File: config.mk
export PLATFORM = sky130hd
export DESIGN_NAME = adpcm_pcm_fetch_flat
export DESIGN_NICKNAME = d
export VERILOG_FILES = /design/src/rtl/adpcm_pcm_fetch_if.sv /design/src/rtl/adpcm_pcm_fetch.sv /design/src/flat_wrapper.sv
export SDC_FILE = /design/constraint.sdc
export NUM_CORES = 1
export LEC_CHECK = 0
export ABC_AREA = 1
export CAP_MARGIN = 25
export CORE_ASPECT_RATIO = 0.5
export CORE_MARGIN = 5
export CORE_UTILIZATION = 56
export DETAILED_ROUTE_END_ITERATION = 6
export PLACE_DENSITY = 0.94
export RECOVER_POWER = 50
export SYNTH_ARGS = -nofsm -noshare
export SYNTH_HDL_FRONTEND = slang
export SYNTH_SLANG_ARGS = --single-unit
File: constraint.sdc
create_clock -name clk -period 4.9 [get_ports clk]
set_input_delay 0.98 -clock clk [delete_from_list [all_inputs] [get_ports clk]]
set_output_delay 0.98 -clock clk [all_outputs]
set_load 0.02 [all_outputs]
File: src/rtl/adpcm_pcm_fetch_if.sv
// Generic valid/ready read bus used for both the reader-side and memory-side ports
// of adpcm_pcm_fetch. The master drives addr/valid; the slave returns rdata/ready.
interface adpcm_pcm_fetch_if #(
  parameter int ADDR_W = 24,
  parameter int DATA_W = 8
);
  logic [ADDR_W-1:0] addr;
  logic              valid;
  logic [DATA_W-1:0] rdata;
  logic              ready;

  modport master (output addr, output valid, input rdata, input ready);
  modport slave  (input addr, input valid, output rdata, output ready);
endinterface

File: src/rtl/adpcm_pcm_fetch.sv
// One-line PCM byte buffer between the ADPCM-A reader and the memory controller.
// Hit/miss counters are built only when ADPCM_FETCH_STATS_EN is defined.
//
// state  | meaning
// S_IDLE | look up the request every unblocked cycle, serve hits
// S_FILL | sequential word reads refilling the line
module adpcm_pcm_fetch #(
  parameter int LINE_WORDS = 2,
  parameter int ADDR_W     = 24
) (
  input  logic              clk,
  input  logic              reset_n,
  input  logic              flush,
  input  logic              stats_clear,
  output logic [15:0]       hit_count,
  output logic [15:0]       miss_count,
  adpcm_pcm_fetch_if.slave  req,
  adpcm_pcm_fetch_if.master mem
);
  localparam int LB    = 4 * LINE_WORDS;
  localparam int OFF_W = $clog2(LB);
  localparam int WI_W  = (LINE_WORDS > 1) ? $clog2(LINE_WORDS) : 1;
  localparam int TAG_W = ADDR_W - OFF_W;

  typedef enum logic {S_IDLE, S_FILL} state_t;

  state_t           state;
  logic             line_valid;
  logic             fill_flushed;
  logic [TAG_W-1:0] tag_q;
  logic [31:0]      line_q [LINE_WORDS];
  logic [WI_W-1:0]  fill_idx;
  logic [WI_W-1:0]  req_widx;
  logic [TAG_W-1:0] req_tag;
  logic [31:0]      req_word;
  logic             lookup;
  logic             hit;
  logic             miss;
  logic             line_we;

  assign req_tag = req.addr[ADDR_W-1:OFF_W];

  generate
    if (LINE_WORDS > 1) begin : g_widx
      assign req_widx = req.addr[OFF_W-1:2];
    end else begin : g_widx_single
      assign req_widx = '0;
    end
  endgenerate

  assign req_word = line_q[req_widx];

  // The cycle carrying req_ready is skipped: the reader's valid trails its ready.
  assign lookup  = (state == S_IDLE) && req.valid && !req.ready;
  assign hit     = lookup && line_valid && !flush && (tag_q == req_tag);
  assign miss    = lookup && !hit;
  assign line_we = (state == S_FILL) && mem.valid && mem.ready;

  always_ff @(posedge clk) begin
    if (reset_n && line_we) begin
      line_q[fill_idx] <= mem.rdata;
    end
  end

  always_ff @(posedge clk) begin
    if (!reset_n) begin
      state        <= S_IDLE;
      line_valid   <= 1'b0;
      fill_flushed <= 1'b0;
      tag_q        <= '0;
      fill_idx     <= '0;
      req.rdata    <= '0;
      req.ready    <= 1'b0;
      mem.addr     <= '0;
      mem.valid    <= 1'b0;
    end else begin
      req.ready <= 1'b0;
      case (state)
        S_IDLE: begin
          if (flush) begin
            line_valid <= 1'b0;
          end
          if (hit) begin
            req.ready <= 1'b1;
            req.rdata <= req_word[{req.addr[1:0], 3'b000} +: 8];
          end else if (miss) begin
            mem.addr     <= {req_tag, {OFF_W{1'b0}}};
            mem.valid    <= 1'b1;
            fill_idx     <= '0;
            fill_flushed <= 1'b0;
            state        <= S_FILL;
          end
        end
        S_FILL: begin
          if (flush) begin
            fill_flushed <= 1'b1;
          end
          if (line_we) begin
            mem.valid <= 1'b0;
            if (fill_idx == WI_W'(LINE_WORDS - 1)) begin
              tag_q      <= mem.addr[ADDR_W-1:OFF_W];
              line_valid <= !(fill_flushed || flush);
              state      <= S_IDLE;
            end else begin
              fill_idx <= fill_idx + 1'b1;
              mem.addr <= mem.addr + ADDR_W'(4);
            end
          end else if (!mem.valid) begin
            mem.valid <= 1'b1;
          end
        end
        default: state <= S_IDLE;
      endcase
    end
  end

`ifdef ADPCM_FETCH_STATS_EN
  always_ff @(posedge clk) begin
    if (!reset_n) begin
      hit_count  <= '0;
      miss_count <= '0;
    end else if (stats_clear) begin
      hit_count  <= '0;
      miss_count <= '0;
    end else begin
      if (hit && (hit_count != 16'hFFFF)) begin
        hit_count <= hit_count + 16'd1;
      end
      if (miss && (miss_count != 16'hFFFF)) begin
        miss_count <= miss_count + 16'd1;
      end
    end
  end
`else
  logic unused_stats;
  assign unused_stats = stats_clear;
  assign hit_count    = '0;
  assign miss_count   = '0;
`endif

endmodule

File: src/flat_wrapper.sv
// flat-port wrapper written by rule: the top's interface ports become plain ports
module adpcm_pcm_fetch_flat 
#(
  parameter int LINE_WORDS = 2,
  parameter int ADDR_W     = 24
)
  (clk, reset_n, flush, stats_clear, hit_count, miss_count, req_addr, req_valid, req_rdata, req_ready, mem_addr, mem_valid, mem_rdata, mem_ready);
  adpcm_pcm_fetch_if #(.ADDR_W(ADDR_W), .DATA_W(8)) req_i ();
  adpcm_pcm_fetch_if #(.ADDR_W(ADDR_W), .DATA_W(32)) mem_i ();
  input  logic clk;
  input  logic reset_n;
  input  logic flush;
  input  logic stats_clear;
  output logic [15:0] hit_count;
  output logic [15:0] miss_count;
  input wire logic [$bits(req_i.addr)-1:0] req_addr;
  input wire logic [$bits(req_i.valid)-1:0] req_valid;
  output wire logic [$bits(req_i.rdata)-1:0] req_rdata;
  output wire logic [$bits(req_i.ready)-1:0] req_ready;
  output wire logic [$bits(mem_i.addr)-1:0] mem_addr;
  output wire logic [$bits(mem_i.valid)-1:0] mem_valid;
  input wire logic [$bits(mem_i.rdata)-1:0] mem_rdata;
  input wire logic [$bits(mem_i.ready)-1:0] mem_ready;
  assign req_i.addr = req_addr;
  assign req_i.valid = req_valid;
  assign req_rdata = req_i.rdata;
  assign req_ready = req_i.ready;
  assign mem_addr = mem_i.addr;
  assign mem_valid = mem_i.valid;
  assign mem_i.rdata = mem_rdata;
  assign mem_i.ready = mem_ready;
  adpcm_pcm_fetch #(.LINE_WORDS(LINE_WORDS), .ADDR_W(ADDR_W)) u_core (.clk(clk), .reset_n(reset_n), .flush(flush), .stats_clear(stats_clear), .hit_count(hit_count), .miss_count(miss_count), .req(req_i), .mem(mem_i));
endmodule
[Word-level counts from Yosys, hierarchy flattened]
Memory sizes are Yosys's and may differ from the RTL's.
Index checks and enable logic that the tools add are counted.
Operators by class
  add/sub/neg operators: 2
  equality and inequality tests: 8
  shifts and indexed selects: 1
  multiplexer cells: 28
  bitwise logic cells: 2
  reductions and logical operators: 22
Operators by type and width (count)
  2-to-1 mux 24 bit: 4
  one-hot mux 24 bit (2 select lines): 1
  indexed part select 32 x 6 -> 8 bit: 1
  adder 24 x 3 -> 24 bit (second input constant): 1
  equality test 21 bit: 1
  2-to-1 mux 1 bit: 18
  inequality test 2 bit (second input constant): 6
  AND reduction 3 bit: 4
  one-hot mux 1 bit (2 select lines): 5
  logical AND 1 bit: 9
  logical NOT 1 bit: 4
  AND reduction 2 bit: 2
  AND reduction 4 bit: 1
  inequality test 2 x 1 -> 1 bit (second input constant): 1
  inverter 1 bit: 2
  OR reduction 2 bit: 1
  adder 1 bit (second input constant): 1
  logical OR 1 bit: 1
Storage, ports and cells
  flip-flop bits (word level): 59
  memory bits (writable): 64
  word-level logic and storage cells: 73
  memories kept: 1
Memory list
  u_core.line_q: depth 2, bits a word 32, rd ports 1, clocked after Yosys merged registers in 0, wr ports 1, line adpcm_pcm_fetch.sv:31  | logic [31:0] line_q [LINE_WORDS];

[Longest topological paths before layout]
Gate-level depths: netlist (run 1).
  depth in word-level cells: 11
  mapped depth: 12

[Worst setup path after synthesis (run 1)]
Ideal clock, no wire load.
  kind: input port to flip-flop
  start point: in mem_ready
  end point: mem u_core.line_q[0][0], enable pin
  setup time: 421 ps
  arrival time: 2901 ps
  data required time: 4479 ps
  setup slack: 1578 ps
  stages: 5
  path through: nand3_1 > nor2_1 > inv_1 > clkbuf_1 > nor2_1
On the way
  longest elaborated chain between the ends: 4
RTL lines
  from (decl): line flat_wrapper.sv:23  | input wire logic [$bits(mem_i.ready)-1:0] mem_ready;
  logical AND 1 bit: line adpcm_pcm_fetch.sv:57  | assign line_we = (state == S_FILL) && mem.valid && mem.ready;
  logical AND 1 bit: line adpcm_pcm_fetch.sv:60  | if (reset_n && line_we) begin
  2-to-1 mux 1 bit: line adpcm_pcm_fetch.sv:60
  2-to-1 mux 1 bit (implied by the code): line adpcm_pcm_fetch.sv:61  | line_q[fill_idx] <= mem.rdata;
  to (decl): line adpcm_pcm_fetch.sv:31
Every way passes these cells.

[Final worst setup path (run 1)]
  start point: in flush
  end point: reg u_core.mem.addr[3]
On the way
  longest elaborated chain between the ends: 7
RTL lines
  from (decl): line flat_wrapper.sv:12  | input logic flush;
  logical NOT 1 bit *: line adpcm_pcm_fetch.sv:55  | assign hit = lookup && line_valid && !flush && (tag_q == req_tag);
  logical AND 1 bit * (2 in series): line adpcm_pcm_fetch.sv:55
  logical NOT 1 bit: line adpcm_pcm_fetch.sv:56  | assign miss = lookup && !hit;
  logical AND 1 bit: line adpcm_pcm_fetch.sv:56
  inequality test 2 x 1 -> 1 bit (no line)
  AND reduction 4 bit (no line) *
  to (signal assigned): line adpcm_pcm_fetch.sv:87  | mem.addr <= {req_tag, {OFF_W{1'b0}}};
  to (signal assigned): line adpcm_pcm_fetch.sv:106  | mem.addr <= mem.addr + ADDR_W'(4);
  to (decl): line adpcm_pcm_fetch_if.sv:12  | modport master (output addr, output valid, input rdata, input ready);
Mark *: on every way between the ends. The rest lies on a longest branch, timed or not.
A chain may end at the register's enable or synchronous reset.

==> Flow_metrics.wiki, run 1 <==
{| class="wikitable"
! Metric !! Value
|-
| Final HPWL DP || 11300 um
|-
| Horizontal extent of the die || 158 um
|-
| Routed len/inst || 16.7 um
|-
| Post-Route Skew || 0.00698 ns
|-
| Part of the total power dissipated in the clock network || 46.8%
|-
| Sequential Area || 3060 um^2
|-
| Largest family of logic cells by synthesized area || simple AND/OR/NAND/NOR gates
|-
| Final Cell Area || 7580 um^2
|-
| Period minus WS final || 3.71 ns
|-
| Gate count after technology mapping || 774
|-
| Kind of launch point of the worst setup path || input pin
|-
| Portion of total power attributed to sequential cells || 42.7%
|-
| Fraction of synthesized area in multiplexers || 2.60%
|-
| Setup violation total in the final timing report || 0
|-
| Drt first-iter violations || 607
|-
| Leakage power figure || 0.00306 uW
|-
| Total global routing track utilization || 25.7%
|-
| Detailed-router iteration count before antenna repair || 6
|-
| VDD IR max || 253 uV
|-
| Proportion of power drawn by combinational gates || 10.5%
|-
| DRT Wirelength || 17000 um
|-
| Die area || 13300 um^2
|-
| Compound-Gate Fraction of Synth Area || 13.0%
|-
| Final cell count without fillers || 1019
|-
| Cells resized by post-CTS repair || 0
|-
| Avg Synthesized Cell Area || 7.95 um^2
|-
| Layout cells sized above 1 || 5.49%
|-
| Core Rows || 27
|-
| YS warnings || 0
|-
| Signal arrival time at the worst endpoint || 4.02 ns
|-
| Tightest slew margin relative to the limit || 34.7%
|-
| Sw Pwr || 738 uW
|-
| Count of buffers from port buffering || 92
|-
| Dominant cells by area after synthesis || sky130_fd_sc_hd__edfxtp_1, sky130_fd_sc_hd__dfxtp_1, sky130_fd_sc_hd__nand2_1, sky130_fd_sc_hd__o21ai_0, sky130_fd_sc_hd__a21oi_1
|-
| Count of pins over their slew limit || 0
|-
| Cell with the most instances after synthesis || sky130_fd_sc_hd__nand2_1
|-
| Vert. Die Dim || 84.1 um
|-
| Worst min path class || reg -> reg
|-
| Vias per inst || 5.60
|-
| Maximum operating frequency || 270 MHz
|-
| Number of nets with antenna violations after detailed routing || 0
|-
| Final global-route overflow total || 0
|-
| Share of async-settable or async-resettable flops after synthesis || 0%
|-
| Synthesized-area fraction occupied by adder cells || 0.203%
|-
| Critical path start-end classification || in -> reg
|-
| Switching share of power || 28.4%
|-
| Number of max-cap violations || 0
|-
| Clock tree from TritonCTS || built
|-
| Cell-internal power || 1860 uW
|-
| Gpl congestion || 0.941
|-
| CTS sink count || 121
|-
| Post-synth top cells || sky130_fd_sc_hd__nand2_1, sky130_fd_sc_hd__inv_1, sky130_fd_sc_hd__o21ai_0, sky130_fd_sc_hd__a21oi_1, sky130_fd_sc_hd__edfxtp_1
|-
| Post-synthesis sequential element count || 121
|-
| Clock buffers created by TritonCTS || 17
|-
| Hold-fix buffer count after cts || 0
|-
| Worst hold slack || 0.452 ns
|-
| Final period utilization || 75.6%
|-
| Number of fill cells || 838
|-
| Total via count after detailed routing || 5704
|-
| Number of global-route vias before repair || 5568
|-
| Area growth from synthesis to layout || 23.2%
|-
| Count of placed standard cells including taps || 987
|-
| Antenna violations before repair || 0
|-
| Status || completed
|-
| Clock tree buffer depth || 2
|-
| Count of unique library cells instantiated by Yosys || 32
|-
| Unrepaired setup endpoints after global routing || false
|-
| Area of the core region || 10900 um^2
|-
| Setup bufs post-CTS || 0
|-
| I/O Pins || 128
|-
| Fraction of the yosys area taken by sequential cells || 49.8%
|-
| Initial standard-cell utilization of the core || 56.6%
|-
| Later-pin clock latency in the skew report || 0.43 ns
|-
| Maximum number of pins on one net before global-route repair || 49
|-
| Share of the synthesized area in the top cell type || 31.2%
|-
| H-tree depth || 4
|-
| Post-Synthesis Cell Area || 6150 um^2
|-
| Clock root buffer master || sky130_fd_sc_hd__clkbuf_16
|-
| Clock Pin Slew Worst Setup and Hold Paths || 0.06 ns
|-
| TNS Setup || 0 ns
|-
| Crit. End Element || flop
|-
| Detailed-route DRC error count || 0
|-
| Least-Margin Pin Slew || 0.977 ns
|-
| Share of the core filled with cells in the final layout || 69.7%
|-
| Required time of the critical path || 5.21 ns
|-
| Global-route wire length before repair || 26600 um
|-
| Simple-gate share of the synthesized area || 21.9%
|-
| Area of the multi-input gates || 2440 um^2
|-
| Cell type with the largest total area after synthesis || sky130_fd_sc_hd__edfxtp_1
|-
| Instance area after placement || 7030 um^2
|-
| Final hold violation count || 0
|-
| Xor/xnor share of the synthesized area || 0.142%
|-
| Largest fanout on the critical path || 25
|-
| Power per cell area || 343 nW/um^2
|-
| Number of inserted diodes || 0
|-
| Count of flip-flops with a built-in enable after synthesis || 64
|-
| Main synth FF type || sky130_fd_sc_hd__edfxtp_1
|-
| Layout net count || 924
|}
-- state kept, by name, summed over array words and instances, names as in the netlist --
signal and count:
u_core.line_valid 1, u_core.fill_idx 1, u_core.req.ready 1, u_core.line_q 64, u_core.mem.addr 22, u_core.state 1, u_core.tag_q 21, u_core.mem.valid 1
u_core.fill_flushed 1, u_core.req.rdata 8
-- cell families after synthesis --
group | count (synthesis)
AOI/OAI and AO/OA | 159
buffers and inverters | 159
other | 1
DFF | 121
muxes | 16
adders and majority gates | 1
xor gates and xnor gates | 1
and+or+nand+nor | 316
-- path summary, 6_finish.rpt --
path / start / endpoint / slack [ns] / cells past startpoint
worst max-delay path: flush / u_core.mem.addr[3] / 1.19 / 11
worst min-delay path: u_core.req.rdata[2] / u_core.req.rdata[2] / 0.45 / 2
worst max register to register: u_core.state / u_core.mem.addr[10] / 1.59 / 11
worst min register to register: u_core.req.rdata[2] / u_core.req.rdata[2] / 0.45 / 2
-- power by group through the flow --
stage	Combinational (uW)	Sequential, uW	Clock, uW
after floorplan	167	1140	0
after global placement	266	1130	0
after detailed placement	274	1130	0
after CTS	278	1110	1230
after global routing	298	1110	1270
final	274	1110	1220
-- per-layer routing --
metal  wire (um)  global-route usage (%)
met5           0                       0
met4         500                    12.0
met3        1800                    6.39
met2        8350                    44.2
met1        6360                    30.2
-- cells in the final DEF (no fill, tap or decap), types with 5 or more instances in the layout --
master and n:
sky130_fd_sc_hd__inv_1 94, sky130_fd_sc_hd__inv_8 6, sky130_fd_sc_hd__nor3_1 5, sky130_fd_sc_hd__o21ai_1 6, sky130_fd_sc_hd__nand4_1 8, sky130_fd_sc_hd__nor2_1 46, sky130_fd_sc_hd__dlygate4sd3_1 52, sky130_fd_sc_hd__conb_1 34
sky130_fd_sc_hd__dfxtp_1 57, sky130_fd_sc_hd__buf_4 6, sky130_fd_sc_hd__nand2_1 196, sky130_fd_sc_hd__nand3_1 52, sky130_fd_sc_hd__a21oi_1 73, sky130_fd_sc_hd__edfxtp_1 64, sky130_fd_sc_hd__o21ai_0 78, sky130_fd_sc_hd__mux2i_1 16
sky130_fd_sc_hd__clkdlybuf4s50_1 39, sky130_fd_sc_hd__clkbuf_16 17
-- cell type report --
class	instances	share of cell area [%]
Multi-Input combinational cell	527	32.1
Clock inverter	15	2.00
Tap cell	145	2.39
Clock buffer	17	5.61
Inverter	96	4.77
Timing Repair Buffer	98	12.7
Sequential cell	121	40.4
-- metrics by stage --
stage | setup WS [ns] | power [uW]
detailed placement | 1.69 | 1410
CTS | 2.13 | 2620
global placement | 1.77 | 1400
floorplan | 1.58 | 1310
global route | 1.01 | 2680
finish | 1.19 | 2600
-- worst max-delay path, cell delays in order --
cell,delay (ns)
sky130_fd_sc_hd__clkdlybuf4s50_1,0.46
sky130_fd_sc_hd__nor2_1,0.28
sky130_fd_sc_hd__nand2_1,0.08
sky130_fd_sc_hd__nor2_1,0.10
sky130_fd_sc_hd__nand2_1,0.05
sky130_fd_sc_hd__nor2_1,0.13
sky130_fd_sc_hd__nand3_1,0.36
sky130_fd_sc_hd__nand2_1,0.87
sky130_fd_sc_hd__nand2_4,0.37
sky130_fd_sc_hd__nor2_1,0.24
sky130_fd_sc_hd__nor2_1,0.08
Note: power is estimated with default switching activity, not from simulation.
==> inputs of run 2 (changes only) <==
--- a/config.mk
+++ b/config.mk
@@ -9,9 +9,9 @@
 export CAP_MARGIN = 25
 export CORE_ASPECT_RATIO = 0.5
 export CORE_MARGIN = 5
-export CORE_UTILIZATION = 56
+export CORE_UTILIZATION = 52
 export DETAILED_ROUTE_END_ITERATION = 6
-export PLACE_DENSITY = 0.94
+export PLACE_DENSITY = 0.89
 export RECOVER_POWER = 50
 export SYNTH_ARGS = -nofsm -noshare
 export SYNTH_HDL_FRONTEND = slang
==> constraint.sdc (replaced) <==
create_clock -name clk -period 3.6 [get_ports clk]
set_input_delay 0.72 -clock clk [delete_from_list [all_inputs] [get_ports clk]]
set_output_delay 0.72 -clock clk [all_outputs]
set_load 0.02 [all_outputs]
==> Flow_metrics.wiki, run 2 (synthesized netlist as in run 1, its figures left out) <==
{| class="wikitable"
! Metric !! Value
|-
| Status || complete, but fails checks
|-
| Failing checks || capacitance limit, slew limit
|-
| Sequential Area || 3060 um^2 (unchanged)
|-
| Largest registers || u_core.line_q (64), u_core.mem.addr (22), u_core.tag_q (21)
|-
| Cell depth of the worst min-delay path || 2 (unchanged)
|-
| Final Power || 3540 uW (+36%)
|-
| H-tree depth || 4 (unchanged)
|-
| Die area || 14200 um^2 (+7.0%)
|-
| Maximum operating frequency || 365 MHz
|-
| Final HPWL DP || 11300 um (about the same)
|-
| Portion of total power attributed to sequential cells || 42.7% (about the same)
|-
| Later-pin clock latency in the skew report || 0.42 ns (about the same)
|-
| Area growth from synthesis to layout || 24.1%
|-
| DRT Wirelength || 16400 um (-3.4%)
|-
| Least-Margin Pin Slew || 1.50 ns (+0.523 ns)
|-
| Part of the total power dissipated in the clock network || 46.8% (about the same)
|-
| Detailed-route DRC error count || 0 (unchanged)
|-
| Number of max-cap violations || 1 (+1)
|-
| Horizontal extent of the die || 164 um (+3.5%)
|-
| TNS Setup || 0 ns (unchanged)
|-
| Clock tree buffer depth || 2 (unchanged)
|-
| Routed len/inst || 15.8 um (-5.5%)
|-
| Switching share of power || 28.3% (-0.069 points)
|-
| Maximum number of pins on one net before global-route repair || 49 (unchanged)
|-
| Period minus WS final || 2.74 ns
|-
| Number of nets with antenna violations after detailed routing || 0 (unchanged)
|-
| Cell-internal power || 2540 uW (+36%)
|-
| Final global-route overflow total || 0 (unchanged)
|-
| Power per cell area || 464 nW/um^2 (+35%)
|-
| Signal arrival time at the worst endpoint || 3.07 ns (-0.95 ns)
|-
| Crit. End Element || flop
|-
| Reg2reg path depth || 5 (-6)
|-
| Required time of the critical path || 3.93 ns (-1.28 ns)
|-
| Max reg flops || 64 (unchanged)
|-
| Gpl congestion || 0.953 (+1.2%)
|-
| Leakage power figure || 0.00301 uW (-1.8%)
|-
| VDD IR max || 321 uV (+27%)
|-
| Unrepaired setup endpoints after global routing || false
|-
| Proportion of power drawn by combinational gates || 10.5% (about the same)
|-
| Count of buffers from port buffering || 92 (unchanged)
|-
| Register bank with the most flops || u_core.line_q
|-
| Clock root buffer master || sky130_fd_sc_hd__clkbuf_16
|-
| Detailed-router iteration count before antenna repair || 5 (-1)
|-
| Worst min path class || reg -> reg
|-
| Clock tree from TritonCTS || built
|-
| Core Rows || 28 (+3.7%)
|-
| Count of pins over their slew limit || 39 (+39)
|-
| Final period utilization || 76.1%
|-
| Commonest cells after routing, fill and taps aside || sky130_fd_sc_hd__nand2_1, sky130_fd_sc_hd__inv_1, sky130_fd_sc_hd__o21ai_0
|-
| Number of inserted diodes || 0 (unchanged)
|-
| Sw Pwr || 1000 uW (+36%)
|-
| Initial standard-cell utilization of the core || 52.6% (-4.0 points)
|-
| Area of the multi-input gates || 2460 um^2 (+1.1%)
|-
| Clock buffers created by TritonCTS || 17 (unchanged)
|-
| Area of the core region || 11700 um^2 (+7.6%)
|-
| Cells resized by post-CTS repair || 0 (unchanged)
|-
| Antenna violations before repair || 0 (unchanged)
|-
| Largest fanout on the critical path || 39 (+56%)
|-
| Setup violation total in the final timing report || 0 (unchanged)
|-
| Drt first-iter violations || 508 (-16%)
|-
| Number of global-route vias before repair || 5393 (-3.1%)
|-
| Total global routing track utilization || 23.7% (-2.0 points)
|-
| Global-route wire length before repair || 26300 um (-1.3%)
|-
| Tightest slew margin relative to the limit || -0.0358% (-35 points)
|-
| Post-Route Skew || 0.00731 ns (+0.000331 ns)
|-
| Clock Pin Slew Worst Setup and Hold Paths || 0.06 ns (about the same)
|-
| Leading cell type in the layout, fill and taps excluded || sky130_fd_sc_hd__nand2_1
|-
| CTS sink count || 121 (unchanged)
|-
| Vias per inst || 5.32 (-5.0%)
|-
| Critical path start-end classification || in -> reg
|-
| Vert. Die Dim || 86.9 um (+3.3%)
|-
| I/O Pins || 128 (unchanged)
|-
| Number of fill cells || 966 (+15%)
|-
| Hold-fix buffer count after cts || 0 (unchanged)
|-
| Total via count after detailed routing || 5534 (-3.0%)
|-
| Share of the core filled with cells in the final layout || 65.3% (-4.4 points)
|-
| Final hold violation count || 0 (unchanged)
|-
| Layout cells sized above 1 || 5.71% (+0.22 points)
|-
| Layout net count || 926 (+0.22%)
|-
| Kind of launch point of the worst setup path || input pin
|-
| Setup bufs post-CTS || 0 (unchanged)
|}
[run 2: cell count changes in the layout (fill, tap and decap cells not counted), sizes merged]
cell,change
clkdlybuf4s50,+19
clkbuf,+2
dlygate4sd3,-19
[run 2: final timing paths]
kind                       start             endpoint  slack, ns
max                    mem_ready      u_core.tag_q[4]       0.86
max reg2reg         u_core.state      u_core.tag_q[4]       1.24
min          u_core.req.rdata[1]  u_core.req.rdata[1]       0.46
min reg2reg  u_core.req.rdata[1]  u_core.req.rdata[1]       0.46
[run 2: power groups by stage]
stage	combinational (uW)	sequential (uW)	clock (uW)
final	373	1510	1660
after detailed placement	373	1540	0
after CTS	378	1510	1660
after global placement	364	1540	0
after floorplan	228	1550	0
after global routing	406	1520	1730
[run 2: critical path, cell delays in order]
cell and delay [ns]:
sky130_fd_sc_hd__dlygate4sd3_1 0.52, sky130_fd_sc_hd__nand3_1 0.13, sky130_fd_sc_hd__nor2_1 0.15, sky130_fd_sc_hd__clkbuf_1 1.11, sky130_fd_sc_hd__o21ai_0 0.22, sky130_fd_sc_hd__a21oi_1 0.21
[run 2: cell type report]
type	count	share of cell area, %
Clock inverter	15	1.95
Tap cell	165	2.70
Multi-Input combinational cell	527	32.2
Inverter	96	4.73
Timing Repair Buffer	100	12.7
Clock buffer	17	5.57
Sequential cell	121	40.1
[run 2: per-layer routing]
layer	GRT usage (%)	part of all wire [%]	up-vias
met5	0	0	-
met4	11.3	3.7	0
met3	5.63	10	61
met2	41.0	47	303
met1	28.3	39	2508
li1	-	-	2662
[run 2: through the flow]
step | hold WS, ns | setup slack, ns | cells | cell area, um^2
CTS | 0.456 | 1.17 | 1041 | 7650
global placement | 0.447 | 0.733 | 1009 | 7070
detailed placement | 0.447 | 0.753 | 1009 | 7070
global route | 0.474 | 0.609 | 1041 | 7640
finish | 0.459 | 0.860 | 1041 | 7640
floorplan | 0.439 | 0.538 | 807 | 6280
==> inputs of run 3 (changes only) <==
==> constraint.sdc (replaced) <==
create_clock -name clk -period 2.62 [get_ports clk]
set_input_delay 0.524 -clock clk [delete_from_list [all_inputs] [get_ports clk]]
set_output_delay 0.524 -clock clk [all_outputs]
set_load 0.02 [all_outputs]
==> Flow_metrics.wiki, run 3 (synthesized netlist as in run 1, its figures left out) <==
{| class="wikitable"
! Metric !! Value
|-
| Clock root buffer master || sky130_fd_sc_hd__clkbuf_16
|-
| Largest delay contributor family on the critical path || buffers and inverters
|-
| H-tree depth || 4 (unchanged)
|-
| Unrepaired setup endpoints after global routing || false
|-
| Leading cell type in the layout, fill and taps excluded || sky130_fd_sc_hd__nand2_1
|-
| Clock buffers created by TritonCTS || 17 (unchanged)
|-
| Reg2reg path depth || 11 (+6)
|-
| Layout cells sized above 1 || 6.25% (+0.54 points)
|-
| VDD IR max || 502 uV (+56%)
|-
| CP peak stage delay || 0.70 ns (-0.41 ns)
|-
| Maximum number of pins on one net before global-route repair || 40 (-18%)
|-
| Final period utilization || 82.5%
|-
| Leakage power figure || 0.00306 uW (+1.6%)
|-
| Worst flop-to-flop path endpoint || u_core.mem.addr[18]
|-
| Number of inserted diodes || 0 (unchanged)
|-
| CTS sink count || 121 (unchanged)
|-
| Vert. Die Dim || 86.9 um (unchanged)
|-
| Largest fanout on the critical path || 8 (-79%)
|-
| TNS Setup || 0 ns (unchanged)
|-
| Commonest cells after routing, fill and taps aside || sky130_fd_sc_hd__nand2_1, sky130_fd_sc_hd__inv_1, sky130_fd_sc_hd__o21ai_0
|-
| Layout net count || 930 (+0.43%)
|-
| Final hold violation count || 0 (unchanged)
|-
| Number of max-cap violations || 0 (-1)
|-
| Clock tree buffer depth || 2 (unchanged)
|-
| Register bank with the most flops || u_core.line_q
|-
| Share of the core filled with cells in the final layout || 66.1% (+0.78 points)
|-
| Clock Pin Slew Worst Setup and Hold Paths || 0.06 ns (about the same)
|-
| Reg-to-reg critical path startpoint || u_core.mem.addr[3]
|-
| Post-Route Skew || 0.00933 ns (+0.00202 ns)
|-
| Reg-to-reg slack, setup || 0.54 ns (-0.70 ns)
|-
| Critical path's slowest cell || sky130_fd_sc_hd__clkdlybuf4s50_1
|-
| Hold_sp || u_core.req.rdata[7]
|-
| Total global routing track utilization || 23.8% (+0.11 points)
|-
| Number of global-route vias before repair || 5464 (+1.3%)
|-
| Required time of the critical path || 2.10 ns (-1.83 ns)
|-
| Area of the multi-input gates || 2460 um^2 (unchanged)
|-
| Area of the core region || 11700 um^2 (unchanged)
|-
| Drt first-iter violations || 538 (+5.9%)
|-
| Initial standard-cell utilization of the core || 52.6% (unchanged)
|-
| Routed len/inst || 16.0 um (+1.6%)
|-
| Setup bufs post-CTS || 0 (unchanged)
|-
| Area growth from synthesis to layout || 25.6%
|-
| Crit. End Element || output port
|-
| Core Rows || 28 (unchanged)
|-
| Worst-case hold path end point || u_core.req.rdata[7]
|-
| Number of buffer and inverter stages on the critical path || 1 (-1)
|-
| DRT Wirelength || 16800 um (+2.0%)
|-
| Number of nets with antenna violations after detailed routing || 0 (unchanged)
|-
| Tightest slew margin relative to the limit || 44.1% (+44 points)
|-
| Total via count after detailed routing || 5657 (+2.2%)
|-
| Count of pins over their slew limit || 0 (-100%)
|-
| Final global-route overflow total || 0 (unchanged)
|-
| Period minus WS final || 2.16 ns
|-
| Antenna violations before repair || 0 (unchanged)
|-
| Later-pin clock latency in the skew report || 0.42 ns (about the same)
|-
| Gpl congestion || 0.973 (+2.2%)
|-
| Critical path start-end classification || reg -> out
|-
| Status || completed
|-
| Cell depth of the worst min-delay path || 2 (unchanged)
|-
| Setup violation total in the final timing report || 0 (unchanged)
|-
| Cells resized by post-CTS repair || 0 (unchanged)
|-
| Power per cell area || 644 nW/um^2 (+39%)
|-
| Maximum operating frequency || 463 MHz
|-
| Largest registers || u_core.line_q (64), u_core.mem.addr (22), u_core.tag_q (21)
|-
| Sequential Area || 3060 um^2 (unchanged)
|-
| Vias per inst || 5.41 (+1.8%)
|-
| Worst min path class || reg -> reg
|-
| Horizontal extent of the die || 164 um (unchanged)
|-
| Detailed-route DRC error count || 0 (unchanged)
|-
| Global-route wire length before repair || 26200 um (-0.29%)
|-
| Kind of launch point of the worst setup path || flop
|-
| Signal arrival time at the worst endpoint || 1.64 ns (-1.43 ns)
|-
| Hold-fix buffer count after cts || 0 (unchanged)
|-
| I/O Pins || 128 (unchanged)
|-
| Count of buffers from port buffering || 92 (unchanged)
|-
| Number of fill cells || 890 (-7.9%)
|-
| Die area || 14200 um^2 (unchanged)
|-
| Final HPWL DP || 11400 um (+0.63%)
|-
| Least-Margin Pin Slew || 0.838 ns (-0.662 ns)
|-
| Max reg flops || 64 (unchanged)
|-
| Clock tree from TritonCTS || built
|-
| Detailed-router iteration count before antenna repair || 7 (+2)
|-
| Critical-path cell list || clkdlybuf4s50_1
|}
==> run 3: worst max-delay path by stage <==
| stage | from | endpoint | slack [ns] | cells past startpoint |
|---|---|---|---|---|
| 2_1_floorplan | mem_ready | u_core.line_q[0][0] | 0.28 | 5 |
| 3_3_place_gp | flush | u_core.mem.addr[3] | 0.26 | 11 |
| 3_5_place_dp | flush | u_core.mem.addr[3] | 0.19 | 11 |
| 4_1_cts | u_core.mem.addr[4] | mem_addr[4] | 0.46 | 1 |
| 5_1_grt | u_core.mem.addr[2] | u_core.mem.addr[18] | 0.36 | 11 |
| 6_report | u_core.mem.addr[4] | mem_addr[4] | 0.46 | 1 |
==> run 3: through the flow <==
stage	cell area, um^2	cells	setup WS (ns)	total power, uW	hold slack [ns]
2_1_floorplan	6280	807	0.282	2450	0.439
3_3_place_gp	7150	1013	0.255	2630	0.448
3_5_place_dp	7150	1013	0.194	2640	0.449
4_1_cts	7750	1045	0.460	4990	0.459
5_1_grt	7730	1045	0.356	5140	0.481
6_report	7730	1045	0.459	4980	0.454
==> run 3: power by group <==
part / internal (uW) / switching (uW) / total [uW]
registers: 2030 / 50.5 / 2080
logic: 205 / 321 / 526
clock network: 1360 / 1010 / 2370
total: 3600 / 1380 / 4980
==> run 3: routing by layer <==
layer | track usage, % | wire, um | vias to the layer above
met1 | 28.1 | 6380 | 2599
met5 | 0 | 0 | -
met4 | 9.06 | 405 | 0
met3 | 5.72 | 1720 | 43
met2 | 42.7 | 8260 | 344
li1 | - | - | 2671
==> run 3: cell type report <==
cell class | instances | share of cell area, %
sequential | 121 | 39.6
multi-input combinational | 527 | 31.9
timing repair buffer | 104 | 13.4
clock buffer | 17 | 5.50
inverter | 96 | 4.68
tap | 165 | 2.67
clock inverter | 15 | 2.22
